**src/rtl/prio_encoder_rr.sv**
```systemverilog
// Registered N-to-log2(N) priority encoder with valid/ready handshake.
// Fixed mode: the highest set index wins. Round-robin mode: a rotating start pointer searches downward.
module prio_encoder_rr #(
    parameter int WIDTH   = 8,
    parameter int IDX_W   = $clog2(WIDTH),
    parameter int RR_MODE = 0
) (
    input  logic             clk,
    input  logic             rst_n,
    input  logic [WIDTH-1:0] req_i,
    input  logic             req_valid_i,
    output logic             req_ready_o,
    output logic [IDX_W-1:0] idx_o,
    output logic [WIDTH-1:0] grant_o,
    output logic             none_o,
    output logic             out_valid_o,
    input  logic             out_ready_i
);

    localparam logic [IDX_W-1:0] TOP_IDX = IDX_W'(WIDTH - 1);

    // Walk downward from start, wrapping modulo WIDTH, and take the first set bit.
    // The result is {hit, index}. A start of TOP_IDX reproduces fixed priority.
    function automatic logic [IDX_W:0] search_down(input logic [WIDTH-1:0] req,
                                                   input logic [IDX_W-1:0] start);
        logic [IDX_W-1:0] pos;
        logic [IDX_W-1:0] win;
        logic             hit;
        win = '0;
        hit = 1'b0;
        for (int i = 0; i < WIDTH; i++) begin
            pos = start - IDX_W'(i);
            if (!hit && req[pos]) begin
                win = pos;
                hit = 1'b1;
            end
        end
        return {hit, win};
    endfunction

    function automatic logic [WIDTH-1:0] onehot(input logic [IDX_W-1:0] idx, input logic hit);
        return hit ? (WIDTH'(1) << idx) : '0;
    endfunction

    function automatic logic [IDX_W-1:0] next_ptr(input logic [IDX_W-1:0] win);
        return (win == '0) ? TOP_IDX : win - IDX_W'(1);
    endfunction

    logic [IDX_W-1:0] ptr;
    logic [IDX_W-1:0] start_p0;
    logic [IDX_W:0]   found_p0;
    logic [IDX_W-1:0] win_p0;
    logic             hit_p0;
    logic             cap_p0;

    logic [IDX_W-1:0] idx_p1;
    logic [WIDTH-1:0] grant_p1;
    logic             none_p1;
    logic             vld_p1;

    // Stage 0: combinational search on the incoming vector
    assign start_p0    = (RR_MODE != 0) ? ptr : TOP_IDX;
    assign found_p0    = search_down(req_i, start_p0);
    assign win_p0      = found_p0[IDX_W-1:0];
    assign hit_p0      = found_p0[IDX_W];
    assign req_ready_o = !vld_p1 || out_ready_i;
    assign cap_p0      = req_valid_i && req_ready_o;

    // Stage 1: one-entry output register; capture may coincide with drain
    always_ff @(posedge clk or negedge rst_n) begin
        if (!rst_n) begin
            vld_p1   <= 1'b0;
            idx_p1   <= '0;
            grant_p1 <= '0;
            none_p1  <= 1'b0;
            ptr      <= TOP_IDX;
        end else begin
            if (cap_p0) begin
                vld_p1   <= 1'b1;
                idx_p1   <= win_p0;
                grant_p1 <= onehot(win_p0, hit_p0);
                none_p1  <= !hit_p0;
                if (hit_p0) begin
                    ptr <= next_ptr(win_p0);
                end
            end else if (out_ready_i) begin
                vld_p1 <= 1'b0;
            end
        end
    end

    assign idx_o       = idx_p1;
    assign grant_o     = grant_p1;
    assign none_o      = none_p1;
    assign out_valid_o = vld_p1;

endmodule
```
**config.mk**
```make
export PLATFORM = sky130hd
export DESIGN_NAME = prio_encoder_rr
export DESIGN_NICKNAME = d
export VERILOG_FILES = /design/src/rtl/prio_encoder_rr.sv
export SDC_FILE = /design/constraint.sdc
export NUM_CORES = 1
export LEC_CHECK = 0
export BUFFER_PORTS_ARGS = -buffer_cell sky130_fd_sc_hd__buf_2
export CAP_MARGIN = 20
export CORE_MARGIN = 4
export CORE_UTILIZATION = 45
export DETAILED_ROUTE_END_ITERATION = 12
export HOLD_SLACK_MARGIN = 0.1
export PLACE_DENSITY_LB_ADDON = 0.05
export SLEW_MARGIN = 20
export SYNTH_ARGS = -nofsm -noshare
export SYNTH_HDL_FRONTEND = slang
export SYNTH_SLANG_ARGS = --single-unit
```
**constraint.sdc**
```tcl
create_clock -name clk -period 1.6 [get_ports clk]
set_input_delay 0.4 -clock clk [delete_from_list [all_inputs] [get_ports clk]]
set_output_delay 0.4 -clock clk [all_outputs]
set_load 0.005 [all_outputs]
```
==> metrics.md, run 1 <==
| Metric | Value |
|---|---|
| Type of the most critical hold path | input pin to flip-flop |
| Worst path buffer plus inverter count | 2 |
| Reported max-cap violation count | 0 |
| Chip width | 45.2 um |
| Growth of design area from synthesis to finish | 29.0% |
| Wire length reported by the detailed router | 1310 um |
| Setup slack after layout | 191 ps |
| Number of DRC violations after detailed routing | 0 |
| Top routing layer used | met4 |
| Mean number of vias per cell | 5.20 |
| Power dissipated by switching net loads | 161 uW |
| Wire length of the first global-routing pass | 2240 um |
| Final worst path period share | 88.0% |
| Cells resized by post-CTS repair | 0 |
| Clock share of power | 28.5% |
| Most frequently used cell type in the post-synthesis netlist | dfrtp_1 |
| Transition time at the pin with the least slew margin | 404 ps |
| Source of the critical timing path | out_valid_o |
| Status | finished, final reports clean |
| Setup slack of the most critical reg-to-reg path | 360 ps |
| Crit end category | primary output |
| Proportion of register bits with asynchronous set or reset after synthesis | 100% |
| Largest net degree at the start of global routing | 14 |
| Fraction of power consumed by combinational cells | 17.4% |
| Total CTS buffers | 3 |
| I/O pins | 26 |
| Ratio of cells with drive above 1 in the final layout | 44.7% |
| Number of nets with antenna violations after routing | 0 |
| Final hold viol count | 0 |
| Placed cell areas | 766 um^2 |
| WP depth | 3 |
| Length of routed met3 wiring | 122 um |
| Number of setup buffers added after CTS | 0 |
| Worst Setup EP | req_ready_o |
| Nets in the synthesized netlist | 68 |
| Floorplan die area | 2040 um^2 |
| Final critical delay including setup and external delays | 1410 ps |
| Clock tree root driver cell | clkbuf_4 |
| Final HPWL from detailed placement | 1040 um |
| Sequential share of the synthesized area | 52.3% |
| Cell type of the slowest stage on the worst timing path | dfrtp_1 |
| Worst ir drop on vdd | 0.000484 V |
| DR WL/cell | 13.1 um |
| Top_reg_cell synth | dfrtp_1 |
| Unrepaired setup endpoints after global routing | false |
| Delay of the slowest critical-path stage | 370 ps |
| Biggest area consumer among synthesized cells | dfrtp_1 |
| Startpoint-to-endpoint class of the critical path | flip-flop to primary output |
| Via count of the first global-routing pass | 519 |
| Yosys warning count | 0 |
| Setup skew after layout | 2.48 ps |
| Power share of the sequential group | 54.1% |
| Clock Latency Late Sink | 260 ps |
| Highest achievable clock rate | 710 MHz |
| 1st-pass router iterations | 4 |
| DP Worst Slack | 163 ps |
| Clock transition at path regs | 70 ps |
| Headroom to the max-slew limit | 72.9% |
| H-tree lvl count | 1 |
| Most numerous cell types in the synthesized netlist | dfrtp_1 (13), inv_1 (4), mux2_2 (4) |
| Signal arrival time at the worst endpoint | 1010 ps |
| Cell Int Power | 501 uW |
| Cells traversed along the worst timing path | nand2b_1 > buf_4 > buf_2 |
| End of the worst register-to-register path | grant_o[6] |
| DIE HEIGHT | 45.2 um |
| Average size of a mapped cell | 11.1 um^2 |
| Synth unique cells | 26 |
| Final design area excluding fillers | 802 um^2 |
| Port-buffer cells | 25 |
| Area share of the leading cell type in the synthesized netlist | 52.3% |
| Number of cells produced by synthesis | 56 |
| Core Area | 1300 um^2 |
| Worst R2R Path Depth | 3 |
| Setup TNS | 0 ps |
| Starting utilization of the core area | 47.8% |
| Launching point of the worst reg2reg path | out_valid_o |
| Met1 routed wirelength after detailed routing | 579 um |
| Buffers from clock root to sink, at most | 2 |
| WP data required | 1200 ps |
| Number of antenna cells inserted | 0 |
| Site row count | 13 |
| Post-route core utilization | 61.6% |
| Power per Cell Area | 825 nW/um^2 |
| Fraction of power spent switching nets | 24.3% |
| Placer Congestion | 0.748 |
| Critical path fanouts, max | 10 |
| Clock sink total | 13 |
| Antenna violations before repair | 0 |
| Cells taking the most area after synthesis | dfrtp_1 (52%), mux2_2 (7.2%), nor4_4 (3.4%), nor2b_1 (3.0%), o32ai_1 (2.8%) |
| Nets@finish | 98 |
| Vias after detailed routing | 520 |
| Final global-route overflow total | 0 |
| Total GRT Usage | 14.8% |
| Sum of met2 wire segment lengths after detailed routing | 604 um |
| Setup Viol. Count Final | 0 |
| LEAKAGE | 0.000375 uW |
| Cell class contributing the biggest share of worst-path delay | flip-flops |
| Hold Slack | 362 ps |
| Startpoint types | flip-flop |
| TritonCTS clock tree | done |
| #FFs+latches synth | 13 |
| Max-slew violation count | 0 |
| Violation count after the first detailed-routing iteration | 8 |
| Post-synthesis cell area | 622 um^2 |
| Number of enable-type register cells in the synthesized netlist | 0 |
## area by class of cell
class	instances	area (um^2)
fill	129	499
sequential	13	325
multi-input combinational	36	267
timing repair buffer	28	150
clock buffer	4	26.3
tap	15	18.8
inverter	4	15.0
## layer usage
metal	up-vias	global-route usage (%)
li1	261	-
met1	229	19.9
met2	28	24.3
met3	2	2.79
met4	0	3.51
met5	-	0
## power by group through the flow
stage | clock, uW | combinational (uW) | sequential (uW)
floorplan | 0 | 50.1 | 368
global placement | 0 | 114 | 364
detailed placement | 0 | 115 | 365
CTS | 196 | 117 | 359
global route | 218 | 130 | 362
finish | 188 | 115 | 358
## cell families (layout without fill, tap and decap cells)
logic type,after synthesis,in the layout,share of synthesized area (%)
compound gates,13,13,14.5
flops,13,13,52.3
mux,5,5,8.85
buf+inv,7,36,4.83
simple gates,18,18,19.5
## stage by stage
| stage | cells | power (uW) |
|---|---|---|
| global route | 100 | 711 |
| global placement | 95 | 478 |
| CTS | 100 | 672 |
| floorplan | 56 | 418 |
| finish | 100 | 662 |
| detailed placement | 95 | 480 |
## sequential cells by signal, indices dropped and copies added (netlist names)
name         flops
grant_o          8
idx_o            3
none_o           1
out_valid_o      1
## placed cells by master (no fill, tap or decap), types with 3 or more instances in the layout
cell	count
inv_1	4
nor2b_1	3
clkbuf_4	3
dfrtp_1	13
a21oi_1	3
mux2_2	4
buf_2	25
## worst min-delay path by stage
stage / from / endpoint / depth (start not counted)
global placement: rst_n / out_valid_o / 1
floorplan: rst_n / grant_o[0] / 0
CTS: req_i[1] / grant_o[0] / 2
detailed placement: rst_n / none_o / 1
global route: req_i[1] / none_o / 2
finish: req_i[1] / grant_o[0] / 2
## timing repair
action                                  4_1_cts  5_1_grt
endpoints found under the setup margin        0        0
endpoints found under the hold margin        13        0
hold buffers                                  1        0
(Power assumes the default switching activity.)
==> inputs of run 2 (changes only) <==
Settings changed: BUFFER_PORTS_ARGS -buffer_cell sky130_fd_sc_hd__buf_2 to -buffer_cell sky130_fd_sc_hd__clkbuf_2, MAX_ROUTING_LAYER set to met4.
==> metrics.md, run 2 (same netlist as run 1, synthesis figures left out) <==
| Metric | Value |
|---|---|
| Cells traversed along the worst timing path | nand2b_1 > buf_4 > clkbuf_2 |
| Critical path fanouts, max | 10 (unchanged) |
| LEAKAGE | 0.000380 uW (+1.3%) |
| Transition time at the pin with the least slew margin | 424 ps (+20.0 ps) |
| Starting utilization of the core area | 47.8% (unchanged) |
| Number of flip-flops under the largest register name | 8 (unchanged) |
| Startpoint types | flip-flop |
| Number of fillers in the final layout | 121 (-6.2%) |
| Antenna violations before repair | 0 (unchanged) |
| Clock transition at path regs | 80 ps (about the same) |
| Total CTS buffers | 3 (unchanged) |
| Cell type of the slowest stage on the worst timing path | dfrtp_1 |
| Leading cell type in the layout, fill and taps excluded | clkbuf_2 |
| Floorplan die area | 2040 um^2 (unchanged) |
| Number of DRC violations after detailed routing | 0 (unchanged) |
| Startpoint-to-endpoint class of the critical path | flip-flop to primary output |
| Setup Viol. Count Final | 0 (unchanged) |
| H-tree lvl count | 1 (unchanged) |
| Clock sink total | 13 (unchanged) |
| Hold Slack | 367 ps (+5.19 ps) |
| TritonCTS clock tree | done |
| Core Area | 1300 um^2 (unchanged) |
| Clock tree root driver cell | clkbuf_4 |
| Total GRT Usage | 16.0% (+1.2 points) |
| Wire length reported by the detailed router | 1340 um (+2.4%) |
| Delay of the slowest critical-path stage | 380 ps (about the same) |
| Clock Latency Late Sink | 270 ps (about the same) |
| Signal arrival time at the worst endpoint | 1020 ps (about the same) |
| Max-slew violation count | 0 (unchanged) |
| Growth of design area from synthesis to finish | 30.2% |
| DIE HEIGHT | 45.2 um (unchanged) |
| Count of hold buffers inserted by post-cts repair | 1 (unchanged) |
| WP data required | 1200 ps (about the same) |
| Final global-route overflow total | 0 (unchanged) |
| Setup skew after layout | 3.02 ps (+0.532 ps) |
| Wire length of the first global-routing pass | 2240 um (+0.31%) |
| I/O pins | 26 (unchanged) |
| Multi-input gate area | 267 um^2 (unchanged) |
| Unrepaired setup endpoints after global routing | false |
| Setup TNS | 0 ps (unchanged) |
| Via count of the first global-routing pass | 515 (-0.77%) |
| Buffers from clock root to sink, at most | 2 (unchanged) |
| Power per Cell Area | 835 nW/um^2 (+1.2%) |
| Type of the most critical hold path | input pin to flip-flop |
| Vias after detailed routing | 529 (+1.7%) |
| Register area | 325 um^2 (unchanged) |
| Reported max-cap violation count | 0 (unchanged) |
| Status | finished, final reports clean |
| Worst path buffer plus inverter count | 2 (unchanged) |
| Crit end category | primary output |
| Largest net degree at the start of global routing | 14 (unchanged) |
| Ratio of cells with drive above 1 in the final layout | 45.3% (+0.64 points) |
| Chip width | 45.2 um (unchanged) |
| Final critical delay including setup and external delays | 1420 ps (+14.1 ps) |
| Number of antenna cells inserted | 0 (unchanged) |
| Commonest cells after routing, fill and taps aside | clkbuf_2 (25), dfrtp_1 (13), inv_1 (4), mux2_2 (4) |
| Port-buffer cells | 25 (unchanged) |
| Headroom to the max-slew limit | 71.5% (-1.3 points) |
| Final HPWL from detailed placement | 1060 um (+2.3%) |
| Placer Congestion | 0.724 (-3.3%) |
| Number of nets with antenna violations after routing | 0 (unchanged) |
| Mean number of vias per cell | 5.24 (+0.72%) |
| Number of setup buffers added after CTS | 0 (unchanged) |
| Nets@finish | 99 (+1.0%) |
| Final worst path period share | 88.9% (+0.88 points) |
| Highest achievable clock rate | 703 MHz (-0.99%) |
| Cell class contributing the biggest share of worst-path delay | flip-flops |
| Final hold viol count | 0 (unchanged) |
| Site row count | 13 (unchanged) |
| DR WL/cell | 13.3 um (+1.4%) |
| 1st-pass router iterations | 4 (unchanged) |
| Worst ir drop on vdd | 0.000501 V (+3.6%) |
| Violation count after the first detailed-routing iteration | 3 (-5) |
| Cells resized by post-CTS repair | 0 (unchanged) |
==> run 2: path summary, 6_finish.rpt <==
| path | slack (ps) | from | cells past startpoint | endpoint |
|---|---|---|---|---|
| min | 370 | req_i[1] | 2 | grant_o[0] |
| max reg2reg | 340 | out_valid_o | 3 | grant_o[6] |
| max in group asynchronous | 810 | rst_n | 2 | none_o |
| min in group asynchronous | 550 | rst_n | 2 | grant_o[6] |
| min reg2reg | 510 | grant_o[7] | 1 | grant_o[7] |
| max | 180 | out_valid_o | 3 | req_ready_o |
==> run 2: final cells by class <==
class	instances	area share [%]
Clock buffer	4	3.25
Tap cell	15	2.32
Multi-Input combinational cell	36	32.9
Timing Repair Buffer	29	19.5
Sequential cell	13	40.2
Inverter	4	1.85
==> run 2: report_power, final <==
| part | total [uW] | switching [uW] | internal [uW] |
|---|---|---|---|
| clock | 198 | 101 | 96.4 |
| sequential | 360 | 10.6 | 349 |
| combinational | 119 | 61.5 | 57.2 |
| total | 676 | 173 | 503 |
==> run 2: routing by layer <==
layer	track usage, %	vias to the layer above	wire (um)
met1	20.2	241	626
met5	-	-	0
met3	2.79	4	114
met2	24.0	22	590
li1	-	262	-
met4	8.77	0	13
==> run 2: per-stage QoR <==
stage	area, um^2	setup WS, ps	cells	total power, uW	util, %
global route	810	116	101	718	62.2
CTS	810	169	101	688	62.2
global placement	773	181	96	481	59.4
detailed placement	773	176	96	485	59.4
floorplan	622	289	56	418	-
finish	810	177	101	676	62.2
==> run 2: worst register-to-register path, cell delays in order, from the launching register on <==
cell      delay [ps]
dfrtp_1          380
nand2b_1          80
and2_1           290
mux2_2           390
==> inputs of run 3 (changes only) <==
Settings changed: ABC_AREA set to 1, CORE_AREA set to 4 4 41 43, CORE_MARGIN 4 to unset, CORE_UTILIZATION 45 to unset, DIE_AREA set to 0 0 45 47.
Clock period 1.6 ns to 1.8 ns, I/O delays scaled along.
==> metrics.md, run 3 <==
| Metric | Value |
|---|---|
| Worst ir drop on vdd | 0.000457 V (-8.9%) |
| Number of fillers in the final layout | 122 (+0.83%) |
| Cells resized by post-CTS repair | 0 (unchanged) |
| Clock sink total | 13 (unchanged) |
| Status | finished, final reports clean |
| Cell type of the slowest stage on the worst timing path | dfrtp_1 |
| Type of the most critical hold path | input pin to flip-flop |
| Yosys warning count | 0 (unchanged) |
| End of the worst register-to-register path | grant_o[5] |
| WP data required | 1350 ps (+150 ps) |
| Buffers from clock root to sink, at most | 2 (unchanged) |
| Site row count | 13 (unchanged) |
| Number of instances on the worst hold path | 3 (+1) |
| Final HPWL from detailed placement | 1050 um (-0.59%) |
| Power per Cell Area | 753 nW/um^2 (-9.9%) |
| Delay of the slowest critical-path stage | 430 ps (+50 ps) |
| Growth of design area from synthesis to finish | 27.6% |
| #FFs+latches synth | 13 (unchanged) |
| Nets in the synthesized netlist | 81 (+19%) |
| Final design area excluding fillers | 787 um^2 (-2.8%) |
| Post-route core utilization | 60.5% (-1.7 points) |
| Most numerous cell types in the synthesized netlist | nand2_1 (20), dfrtp_1 (13), inv_1 (9) |
| Register area | 325 um^2 (unchanged) |
| Setup slack after layout | 433 ps (+256 ps) |
| Crit end category | primary output |
| Setup Viol. Count Final | 0 (unchanged) |
| Highest achievable clock rate | 732 MHz |
| Commonest cells after routing, fill and taps aside | clkbuf_2 (25), nand2_1 (20), dfrtp_1 (13) |
| Proportion of register bits with asynchronous set or reset after synthesis | 100% (unchanged) |
| Transition time at the pin with the least slew margin | 328 ps (-95.6 ps) |
| Number of cells produced by synthesis | 69 (+23%) |
| Largest net degree at the start of global routing | 17 (+3) |
| Number of nets with antenna violations after routing | 0 (unchanged) |
| Clock transition at path regs | 80 ps (about the same) |
| Startpoint types | flip-flop |
| Setup skew after layout | 5.31 ps (+2.29 ps) |
| TritonCTS clock tree | done |
| Floorplan die area | 2120 um^2 (+3.6%) |
| Ratio of cells with drive above 1 in the final layout | 39.8% (-5.6 points) |
| Length of routed met3 wiring | 105 um (-7.9%) |
| Critical hold path startpoint | req_valid_i |
| Total GRT Usage | 14.7% (-1.2 points) |
| Clock Latency Late Sink | 270 ps (about the same) |
| Worst R2R Path Depth | 3 (unchanged) |
| Final critical delay including setup and external delays | 1370 ps |
| Cells taking the most area after synthesis | dfrtp_1 (53%), nand2_1 (12%), inv_1 (5.5%), o21ai_2 (4.3%), nand3_1 (3.2%) |
| Nets@finish | 111 (+12%) |
| 1st-pass router iterations | 4 (unchanged) |
| Headroom to the max-slew limit | 78.1% (+6.6 points) |
| Vias after detailed routing | 553 (+4.5%) |
| Final global-route overflow total | 0 (unchanged) |
| Wire length of the first global-routing pass | 2070 um (-7.7%) |
| Unrepaired setup endpoints after global routing | false |
| H-tree lvl count | 1 (unchanged) |
| DIE HEIGHT | 47 um (+4.0%) |
| Violation count after the first detailed-routing iteration | 10 (+7) |
| Top_reg_cell synth | dfrtp_1 |
| Final worst path period share | 75.9% |
| Placed cell areas | 749 um^2 (-3.1%) |
| Most frequently used cell type in the post-synthesis netlist | nand2_1 |
| Met1 routed wirelength after detailed routing | 563 um (-10%) |
| Critical path fanouts, max | 3 (-7) |
| Average size of a mapped cell | 8.94 um^2 (-19%) |
| Chip width | 45 um (-0.39%) |
| Setup slack of the most critical reg-to-reg path | 630 ps (+290 ps) |
| Cell class contributing the biggest share of worst-path delay | flip-flops |
| Number of enable-type register cells in the synthesized netlist | 0 (unchanged) |
| Via count of the first global-routing pass | 504 (-2.1%) |
| Number of DRC violations after detailed routing | 0 (unchanged) |
| Top routing layer used | met4 |
| Hold Slack | 416 ps (+49.5 ps) |
| Number of setup buffers added after CTS | 0 (unchanged) |
| Area share of the leading cell type in the synthesized netlist | 52.7% (+0.42 points) |
| Sequential share of the synthesized area | 52.7% (+0.42 points) |
| Total CTS buffers | 3 (unchanged) |
| Mean number of vias per cell | 4.89 (-6.6%) |
| Wire length reported by the detailed router | 1300 um (-3.1%) |
| Starting utilization of the core area | 47.4% (-0.38 points) |
| Final hold viol count | 0 (unchanged) |
| Startpoint-to-endpoint class of the critical path | flip-flop to primary output |
| Number of flip-flops under the largest register name | 8 (unchanged) |
| Launching point of the worst reg2reg path | out_valid_o |
| DR WL/cell | 11.5 um (-13%) |
| Biggest area consumer among synthesized cells | dfrtp_1 |
| Antenna violations before repair | 0 (unchanged) |
| Number of antenna cells inserted | 0 (unchanged) |
| I/O pins | 26 (unchanged) |
| Signal arrival time at the worst endpoint | 920 ps (-100 ps) |
| Placer Congestion | 0.786 (+8.6%) |
| Worst Hold End | out_valid_o |
| Worst path buffer plus inverter count | 1 (-1) |
| Leading cell type in the layout, fill and taps excluded | clkbuf_2 |
| Sum of met2 wire segment lengths after detailed routing | 595 um (+0.85%) |
| Setup TNS | 0 ps (unchanged) |
| Multi-input gate area | 240 um^2 (-9.9%) |
| Synth unique cells | 18 (-31%) |
| Clock tree root driver cell | clkbuf_4 |
| Port-buffer cells | 25 (unchanged) |
| Core Area | 1300 um^2 (unchanged) |
| Max-slew violation count | 0 (unchanged) |
| LEAKAGE | 0.000433 uW (+14%) |
| Post-synthesis cell area | 617 um^2 (-0.80%) |
| DP Worst Slack | 498 ps (+322 ps) |
| Reported max-cap violation count | 0 (unchanged) |
| Cells traversed along the worst timing path | nand2_1 > clkbuf_2 |
[run 3: cell count changes in the layout (fill, tap and decap cells not counted), moves of 2 or more]
cell,before,now
a21oi_1,3,1
buf_4,3,0
inv_1,4,9
mux2_2,4,0
nand2_1,1,20
nand2b_1,2,0
nand3_1,2,4
nor2_1,2,4
nor2_2,0,2
nor2b_1,3,0
o21ai_0,2,0
o21ai_1,0,2
o21ai_2,0,3
o32ai_1,2,0
[run 3: area by class of cell]
class	count	share of cell area [%]
clock buffer	3	2.86
clock inverter	1	0.636
inverter	10	5.09
multi-input combinational	45	30.5
sequential	13	41.3
tap	15	2.38
timing repair buffer	26	17.2
[run 3: report_power, final]
part / switching [uW] / internal (uW)
clock network: 93.8 / 82.3
registers: 10.3 / 309
logic: 57.1 / 39.6
total: 161 / 431
[run 3: cell families after synthesis]
logic type / Yosys count / share of synthesized area [%]
compound gates: 10 / 12.6
simple gates: 35 / 26.4
buf+inv: 11 / 8.32
flops: 13 / 52.7
[run 3: metrics by stage]
step	std cells	total power, uW
final	113	592
after global routing	113	634
after CTS	113	603
after detailed placement	108	423
after global placement	108	420
after floorplan	69	374
[run 3: repair_timing]
action,in CTS,in global routing
setup endpoints to repair,0,0
hold buffers,1,0
endpoints found under the hold margin,13,0
[run 3: worst max path at each step]
stage                        endpoint  slack (ps)   startpoint  depth (start not counted)
after floorplan            grant_o[5]         630  out_ready_i                          6
after global placement     grant_o[5]         530  out_ready_i                          5
after detailed placement   grant_o[5]         500  out_ready_i                          5
after CTS                 req_ready_o         410  out_valid_o                          2
after global routing      req_ready_o         360  out_valid_o                          2
final                     req_ready_o         430  out_valid_o                          2
[run 3: routing by layer]
| layer | vias to the layer above | GRT usage (%) |
|---|---|---|
| met1 | 250 | 16.9 |
| met4 | 0 | 10.5 |
| met5 | - | - |
| li1 | 278 | - |
| met3 | 5 | 3.83 |
| met2 | 20 | 22.3 |
[run 3: worst min-delay path: stages]
cell      delay, ps
clkbuf_2         70
inv_1            60
nand2_1          80
